**src/rtl/fir_sched_pkg.sv**
```systemverilog
// Shared types and width helpers for the FIR stream scheduler.
// The state encoding is fixed here so that every file sees the same values.
package fir_sched_pkg;

    typedef enum logic [1:0] {
        StFlush = 2'd0,
        StIdle  = 2'd1,
        StGrant = 2'd2
    } state_e;

    // clog2 that never returns less than one bit, so single-value fields stay legal
    function automatic int unsigned cw_of(input int unsigned n);
        return (n <= 2) ? 1 : $clog2(n);
    endfunction

endpackage

```
**src/rtl/fir_stream_scheduler_rr_arbiter.sv**
```systemverilog
// Combinational round-robin pick: first asserted request searching upward
// from (ptr+1) mod N with wrap-around.
module rr_arbiter
    import fir_sched_pkg::*;
#(
    parameter int unsigned N = 4,
    localparam int unsigned IW = cw_of(N)
) (
    input  logic [N-1:0]  req,
    input  logic [IW-1:0] ptr,
    output logic [N-1:0]  gnt,
    output logic [IW-1:0] idx,
    output logic          any
);

    int unsigned    j;
    logic [IW-1:0]  j_idx;

    always_comb begin
        gnt   = '0;
        idx   = '0;
        any   = 1'b0;
        j     = 0;
        j_idx = '0;
        for (int unsigned i = 1; i <= N; i++) begin
            j     = (32'(ptr) + i) % N;
            j_idx = IW'(j);
            if (!any && req[j_idx]) begin
                any        = 1'b1;
                gnt[j_idx] = 1'b1;
                idx        = j_idx;
            end
        end
    end

endmodule

```
**src/rtl/fir_stream_scheduler.sv**
```systemverilog
// Time-shares one clock-enabled FIR datapath between NCH packet streams, granting a
// whole packet at a time and flushing the delay line with zeros before the next owner.
module fir_stream_scheduler
    import fir_sched_pkg::*;
#(
    parameter int unsigned WL   = 32,
    parameter int unsigned NCH  = 4,
    parameter int unsigned TAPS = 8,
    parameter int unsigned LAT  = 1,
    localparam int unsigned CW  = cw_of(NCH)
) (
    input  logic              clk,
    input  logic              rst_n,
    input  logic [NCH-1:0]    req_valid,
    input  logic [NCH-1:0]    req_last,
    input  logic [NCH*WL-1:0] req_data,
    output logic [NCH-1:0]    req_ready,
    output logic [WL-1:0]     fir_xin,
    output logic              fir_ce,
    input  logic [WL-1:0]     fir_yout,
    output logic              out_valid,
    output logic [WL-1:0]     out_data,
    output logic [CW-1:0]     out_ch,
    output logic              out_last,
    output logic              busy
);

    localparam int unsigned    FW        = cw_of(TAPS);
    localparam logic [FW-1:0]  FlushInit = FW'(TAPS - 2);
    localparam logic [CW-1:0]  PtrInit   = CW'(NCH - 1);

    state_e          state_q, state_d;
    logic [FW-1:0]   cnt_q, cnt_d;
    // Owner doubles as the round-robin pointer: both always equal the last grantee.
    logic [CW-1:0]   ptr_q, ptr_d;
    logic [NCH-1:0]  owner_oh_q, owner_oh_d;
    logic [WL-1:0]   xin_q, xin_d;
    logic            ce_q, ce_d;

    logic [NCH-1:0]  arb_gnt;
    logic [CW-1:0]   arb_idx;
    logic            arb_any;

    logic            hs;
    logic            sel_last;
    logic [WL-1:0]   sel_data;

    // Stage 0 is aligned with fir_xin; stage LAT is aligned with fir_yout.
    logic [LAT:0]    tv_q, tv_d;
    logic [LAT:0]    tl_q, tl_d;
    logic [CW-1:0]   tch_q [LAT+1];
    logic [CW-1:0]   tch_d [LAT+1];

    rr_arbiter #(
        .N (NCH)
    ) u_arb (
        .req (req_valid),
        .ptr (ptr_q),
        .gnt (arb_gnt),
        .idx (arb_idx),
        .any (arb_any)
    );

    assign req_ready = (state_q == StGrant) ? owner_oh_q : '0;
    assign hs        = |(req_valid & req_ready);
    assign sel_last  = req_last[ptr_q];
    assign sel_data  = req_data[ptr_q*WL +: WL];

    always_comb begin
        state_d    = state_q;
        cnt_d      = cnt_q;
        ptr_d      = ptr_q;
        owner_oh_d = owner_oh_q;
        xin_d      = '0;
        ce_d       = 1'b0;
        unique case (state_q)
            StFlush: begin
                ce_d = 1'b1;
                if (cnt_q == '0) begin
                    state_d = StIdle;
                end else begin
                    cnt_d = cnt_q - 1'b1;
                end
            end
            StIdle: begin
                if (arb_any) begin
                    ptr_d      = arb_idx;
                    owner_oh_d = arb_gnt;
                    state_d    = StGrant;
                end
            end
            StGrant: begin
                if (hs) begin
                    xin_d = sel_data;
                    ce_d  = 1'b1;
                    if (sel_last) begin
                        state_d = StFlush;
                        cnt_d   = FlushInit;
                    end
                end
            end
            default: begin
                state_d = StFlush;
                cnt_d   = FlushInit;
            end
        endcase
    end

    always_comb begin
        tv_d     = {tv_q[LAT-1:0], hs};
        tl_d     = {tl_q[LAT-1:0], hs & sel_last};
        tch_d[0] = hs ? ptr_q : '0;
        for (int unsigned i = 1; i <= LAT; i++) begin
            tch_d[i] = tch_q[i-1];
        end
    end

    always_ff @(posedge clk or negedge rst_n) begin
        if (!rst_n) begin
            state_q    <= StFlush;
            cnt_q      <= FlushInit;
            ptr_q      <= PtrInit;
            owner_oh_q <= '0;
            xin_q      <= '0;
            ce_q       <= 1'b0;
            tv_q       <= '0;
            tl_q       <= '0;
            for (int unsigned i = 0; i <= LAT; i++) begin
                tch_q[i] <= '0;
            end
        end else begin
            state_q    <= state_d;
            cnt_q      <= cnt_d;
            ptr_q      <= ptr_d;
            owner_oh_q <= owner_oh_d;
            xin_q      <= xin_d;
            ce_q       <= ce_d;
            tv_q       <= tv_d;
            tl_q       <= tl_d;
            for (int unsigned i = 0; i <= LAT; i++) begin
                tch_q[i] <= tch_d[i];
            end
        end
    end

    assign fir_xin   = xin_q;
    assign fir_ce    = ce_q;
    assign out_valid = tv_q[LAT];
    assign out_last  = tl_q[LAT];
    assign out_ch    = tch_q[LAT];
    assign out_data  = fir_yout;
    assign busy      = (state_q != StIdle);

endmodule

```
**config.mk**
```make
export PLATFORM = sky130hd
export DESIGN_NAME = fir_stream_scheduler
export DESIGN_NICKNAME = d
export VERILOG_FILES = /design/src/rtl/fir_sched_pkg.sv /design/src/rtl/fir_stream_scheduler_rr_arbiter.sv /design/src/rtl/fir_stream_scheduler.sv
export SDC_FILE = /design/constraint.sdc
export NUM_CORES = 1
export LEC_CHECK = 0
export BUFFER_PORTS_ARGS = -buffer_cell sky130_fd_sc_hd__buf_2
export CAP_MARGIN = 25
export CORE_AREA = 2 2 94 96
export CTS_CLUSTER_DIAMETER = 150
export DETAILED_ROUTE_END_ITERATION = 10
export DIE_AREA = 0 0 96 98
export GPL_TIMING_DRIVEN = 0
export PLACE_DENSITY = 0.91
export SLEW_MARGIN = 20
export SYNTH_ARGS = -nofsm -noshare
export SYNTH_HDL_FRONTEND = slang
export SYNTH_SLANG_ARGS = --single-unit
```
**constraint.sdc**
```tcl
create_clock -name clk -period 4.7 [get_ports clk]
set_input_delay 0.235 -clock clk [delete_from_list [all_inputs] [get_ports clk]]
set_output_delay 0.235 -clock clk [all_outputs]
set_load 0.02 [all_outputs]
```
==> qor.txt, run 1 <==
status: complete, no violations
DRT iter0 DRCs: 186
WL met1: 3.67 mm
post-detailed-routing wire length: 10.3 mm
Syn. warnings: 0
Setup crit start: ptr_q[0]$_DFFE_PN1P_
Hold Vio Cnt, Final: 0
post-synth top area cell: dfrtp_1
H-tree levels: 2
vias in the first global route: 3408
global-route wire length before repair: 16.1 mm
Clock Sink Count: 52
Fillers: 712
RSZ-0062 raised after global routing: false
io pins: 244
Post-Syn Instances: 287
post-DP HPWL: 8.70 mm
initial core utilization: 40.7%
synthesized area: 3450 sq um
setup bufs post-CTS: 0
Slew @ Worst Pin: 572 ps
routed wl met3: 974 um
CP max stage delay: 590 ps
placed cells: 603
die area: 9410 sq um
max_slew headroom: 60.8%
Setup violations, final: 0
Clock Latency Late Sink: 300 ps
CTS buffer count: 5
Area Growth Syn to Fin: 37.4%
Final GP Congestion: 0.921
crit path DAT: 3390 ps
Worst Path Required: 4890 ps
n_diodes: 0
Mean Syn Cell Area: 12.0 sq um
CP endpoint: owner_oh_q[2]$_DFFE_PN0P_
Leak: 0.00258 uW
post-synthesis sequential area ratio: 37.9%
Seq cells post-synth: 52
die height: 98 um
CP Max Fanout: 10
Top cell by count, worst path: buf_6
cell chain of the critical path: buf_6 > buf_2 > inv_1 > ha_1 > buf_6 > mux2i_1 > o22ai_1 > a211oi_2 > nor3_1 > a221o_1
final worst-path cycle share: 68.0%
Post-DRT Antenna Nets: 0
std cell rows: 34
Reg clk slew, reported paths: 100 ps
Distinct cells, synth: 40
CP startpoint kind: flop
Fmax: 0.313 GHz
Syn Nets: 467
Initial DRT Pass Iterations: 4
top post-synthesis cells by count: dfrtp_1 (48), buf_4 (34), and3_1 (33), mux4_2 (33), nand2_1 (12)
DR top layer: met4
Worst setup EP type: flop
met2 wire len: 5.44 mm
maximum capacitance violations: 0
number of flops mapped to enable cells by yosys: 0
Post-synth ARST share: 100%
initial antenna violation count: 0
WS Path Type: flop to flop
worst r2r src: ptr_q[0]$_DFFE_PN1P_
TNS Setup: 0 ps
root buffer cell: clkbuf_8
R2R Path End: owner_oh_q[2]$_DFFE_PN0P_
GRT Total Usage: 21.9%
# port buffers: 207
Hold Crit Class: flop to flop
CP max-delay cell: dfstp_2
Final Max Tran Viols: 0
R2R setup slack: 1500 ps
nets@finish: 683
most numerous cell in the Yosys netlist: dfrtp_1
FF-to-FF path depth: 10
CTS tree: done
DR WL/cell: 16.9 um
vias per cell: 5.29
VDD IR max: 0.187 mV
clock skew: 9.58 ps
top cell type's share of synthesized area: 34.9%
largest net degree at the start of global routing: 32
Hold Crit Start: tv_q[0]$_DFF_PN0_
post_cts resized: 0
Placeable Area: 8470 sq um
GRT overflow: 0
fin crit period: 3200 ps
synth top area cells: dfrtp_1 (35%), mux4_2 (22%), buf_4 (7.4%)
ys flop type: dfrtp_1
DR vias: 3238
Clock Path Buffers: 2
non-filler instance count after layout: 612
layout cell share with drive strength beyond 1: 61.9%
power density cells: 494 nW/um^2
die width: 96 um
residual DRC count: 0
-- where the power goes --
group | internal [uW] | switching, uW
clock network | 106 | 147
registers | 568 | 60.6
logic | 679 | 778
-- critical path, delay by kind of cell (launching register included) --
family | cells | cell delay, ps
flip-flops | 1 | 590
AO/OA/AOI/OAI | 3 | 790
buffers and inverters | 4 | 700
AND/OR/NAND/NOR | 1 | 120
adder cells (fa/ha/maj) | 1 | 360
multiplexers | 1 | 520
-- metrics by stage --
stage,hold slack [ps],setup slack (ps),area [sq um],total power [uW],utilization (%)
4_1_cts,347,1540,4740,2350,55.9
2_1_floorplan,-60.6,2110,3450,1710,-
3_5_place_dp,233,1570,4640,2100,54.8
3_3_place_gp,333,1780,4620,2030,54.5
6_report,343,1500,4740,2340,55.9
5_1_grt,363,1370,4740,2500,55.9
-- sequential cells by signal (all words and copies together), names as in the netlist, 2 cells and up --
register and cells:
tch_d 2, tv_q 2, state_q 2, ptr_q 2, out_ch 2, tl_q 2, fir_xin 32, cnt_q 3
owner_oh_q 4
-- worst min-delay path by stage --
stage	endpoint	slack, ps	cells after the start
finish	tv_q[1]$_DFF_PN0_	340	0
global route	out_ch[1]$_DFF_PN0_	360	0
CTS	tv_q[1]$_DFF_PN0_	350	0
detailed placement	fir_xin[11]$_DFF_PN0_	230	1
global placement	tl_q[1]$_DFF_PN0_	330	0
floorplan	cnt_q[0]$_DFFE_PN0P_	-60	0
-- area by class of cell --
class	instances	area, sq um	share of cell area (%)
Clock inverter	2	16.3	0.343
Inverter	6	22.5	0.476
Timing Repair Buffer	209	1070	22.5
Clock buffer	6	72.6	1.53
Buffer	56	367	7.74
Tap cell	108	135	2.85
Sequential cell	52	1310	27.6
Multi-Input combinational cell	173	1750	37.0
-- metal layers --
layer | up-vias | GRT usage, %
met4 | 0 | 9.34
met1 | 1527 | 23.5
li1 | 1475 | -
met5 | - | 0
met3 | 30 | 4.94
met2 | 206 | 40.2
-- logic make-up after synthesis --
kind of cell	share of synthesized area, %
simple gates	13.4
compound gates	8.35
buf+inv	11.3
fa+ha+maj	3.63
flops	37.9
mux	25.4
-- placed cells by master (no fill, tap or decap), types with 2 or more instances in the layout --
master | netlist | routed
nor2_1 | 10 | 10
nand4_1 | 2 | 2
a21oi_1 | 2 | 2
a221o_1 | 4 | 4
nor2b_1 | 3 | 3
mux4_2 | 33 | 33
buf_4 | 34 | 34
nand2_1 | 12 | 12
inv_1 | 6 | 6
a211oi_2 | 5 | 5
ha_1 | 10 | 10
dfstp_2 | 4 | 4
nor4_1 | 2 | 2
o21ai_1 | 2 | 2
buf_2 | 11 | 218
o21bai_1 | 2 | 2
clkbuf_8 | 0 | 5
a31oi_1 | 4 | 4
and2_1 | 4 | 4
buf_6 | 2 | 2
nand2b_1 | 5 | 5
and3_1 | 33 | 33
o22ai_1 | 8 | 8
o31ai_1 | 2 | 2
nand4b_1 | 2 | 2
clkbuf_1 | 9 | 10
mux2i_1 | 6 | 6
nor3_1 | 5 | 5
dfrtp_1 | 48 | 48
mux2_4 | 4 | 4
o21ai_0 | 2 | 2
a22oi_1 | 2 | 2
-- timing repair --
| action | in CTS | in global routing |
|---|---|---|
| endpoints found under the setup margin | 0 | 0 |
| endpoints found under the hold margin | 21 | 0 |
| hold buffers | 1 | 0 |
Note: power is estimated with default switching activity, not from simulation.
==> inputs of run 2 (changes only) <==
CORE_AREA = unset   (was 2 2 94 96)
CORE_UTILIZATION = 38   (was unset)
DIE_AREA = unset   (was 0 0 96 98)
PLACE_DENSITY = 0.89   (was 0.91)
clock period = 2.74 ns   (was 4.7 ns; I/O delays follow)
==> qor.txt, run 2 (synthesis results as in run 1) <==
global-route wire length before repair: 17.4 mm
Hold Crit Class: input port to flop
initial antenna violation count: 2
Placeable Area: 8760 sq um
Top cell by count, worst path: mux2_4
CP Depth: 9
largest net degree at the start of global routing: 30
initial core utilization: 39.3%
# port buffers: 207
residual DRC count: 0
Clock Path Buffers: 2
die width: 97.2 um
crit path DAT: 2860 ps
Final GP Congestion: 0.939
clock skew: 11.4 ps
cell chain of the critical path: buf_8 > clkinvlp_4 > ha_1 > buf_6 > mux2_4 > mux2_4 > a211oi_2 > nor3_1 > a221o_1
maximum capacitance violations: 0
Area Growth Syn to Fin: 39.5%
Overall Power: 4170 uW
GRT overflow: 0
vias per cell: 5.55
status: complete, no violations
layout cell share with drive strength beyond 1: 62.8%
std cell rows: 34
Slew @ Worst Pin: 717 ps
Fmax: 0.377 GHz
DR WL/cell: 18.0 um
CP max stage delay: 610 ps
most frequent cells in the layout: buf_2 (216), dfrtp_1 (48), buf_4 (37)
GRT Total Usage: 23.6%
VDD IR max: 0.322 mV
FF-to-FF path depth: 9
Worst Path Required: 2950 ps
commonest non-fill, non-tap cell in the layout: buf_2
register area: 1310 sq um
Clock Latency Late Sink: 320 ps
vias in the first global route: 3514
post-DP HPWL: 9.07 mm
CP max-delay cell: dfstp_2
post-layout instance area: 4810 sq um
Clock Sink Count: 52
CTS buffer count: 5
dpl cell area: 4640 sq um
CP endpoint: owner_oh_q[1]$_DFFE_PN0P_
Finished Core Util: 54.9%
DR vias: 3419
WP buf/inv: 3
nets@finish: 685
Setup violations, final: 0
die height: 97.2 um
CP startpoint kind: flop
Post-DRT Antenna Nets: 0
Hold Vio Cnt, Final: 0
RSZ-0062 raised after global routing: false
fin crit period: 2650 ps
area of the multi-input gates: 1780 sq um
WS Path Type: flop to flop
io pins: 244
root buffer cell: clkbuf_8
Worst setup EP type: flop
worst r2r src: ptr_q[0]$_DFFE_PN1P_
Setup crit start: ptr_q[0]$_DFFE_PN1P_
Fillers: 723
Final Max Tran Viols: 0
Reg clk slew, reported paths: 100 ps
die area: 9450 sq um
max_slew headroom: 52.2%
R2R setup slack: 90 ps
final worst-path cycle share: 96.7%
power density cells: 867 nW/um^2
R2R Path End: owner_oh_q[1]$_DFFE_PN0P_
cell family with most CP delay: multiplexers
CP Max Fanout: 18
Initial DRT Pass Iterations: 5
post-detailed-routing wire length: 11.1 mm
Leak: 0.00259 uW
CTS tree: done
H-tree levels: 2
max reg flops: 32
DRT iter0 DRCs: 211
## run 2: area by class of cell
type	count	area share [%]
tap	108	2.81
sequential	52	27.2
buffer	55	7.73
antenna	2	0.104
clock buffer	6	1.51
clock inverter	2	0.338
inverter	6	0.625
timing repair buffer	212	22.8
multi-input combinational	173	36.9
## run 2: worst register-to-register path: cells and delay by family, from the launching register on
kind | cells | cell delay, ps
muxes | 2 | 630
and+or+nand+nor | 1 | 90
adders and majority gates | 1 | 300
DFF | 1 | 610
buffers and inverters | 3 | 450
AOI/OAI and AO/OA | 2 | 470
## run 2: layer usage
metal,share of wire [%],up-vias,track usage (%)
met1,35,1619,26.0
met4,4.4,0,13.6
met5,0,-,0
met3,10,45,6.19
li1,-,1483,-
met2,50,272,41.1
## run 2: what timing repair did
action | CTS | global route
setup endpoints to repair | 5 | 4
hold endpoints to repair | 28 | 0
hold buffers | 1 | 0
pin swaps | 0 | 0
resized for setup | 7 | 2
setup buffers | 2 | 1
## run 2: worst min-delay path by stage
stage / from / to / slack [ps] / cells past startpoint
3_3_place_gp: tv_q[0]$_DFF_PN0_ / tv_q[1]$_DFF_PN0_ / 330 / 0
4_1_cts: req_data[30] / fir_xin[30]$_DFF_PN0_ / 270 / 3
5_1_grt: req_data[110] / fir_xin[14]$_DFF_PN0_ / 270 / 3
3_5_place_dp: rst_n / fir_xin[19]$_DFF_PN0_ / 230 / 1
2_1_floorplan: rst_n / cnt_q[0]$_DFFE_PN0P_ / -160 / 0
6_report: req_data[111] / fir_xin[15]$_DFF_PN0_ / 270 / 3
## run 2: report_power, final
group | switching (uW) | leakage (uW) | internal [uW]
combinational | 1400 | 0.00186 | 1230
sequential | 116 | 0.000693 | 975
clock | 269 | 0.0000414 | 182
total | 1780 | 0.00259 | 2390
## run 2: stage by stage
stage                     setup WS (ps)  setup TNS, ps  hold WS (ps)  cells
after CTS                          57.1              0           270    613
after global placement             -209           -781           335    602
after floorplan                     151              0          -159    287
final                              89.3              0           273    616
after global routing               23.9              0           272    616
after detailed placement           -297          -1050           230    603
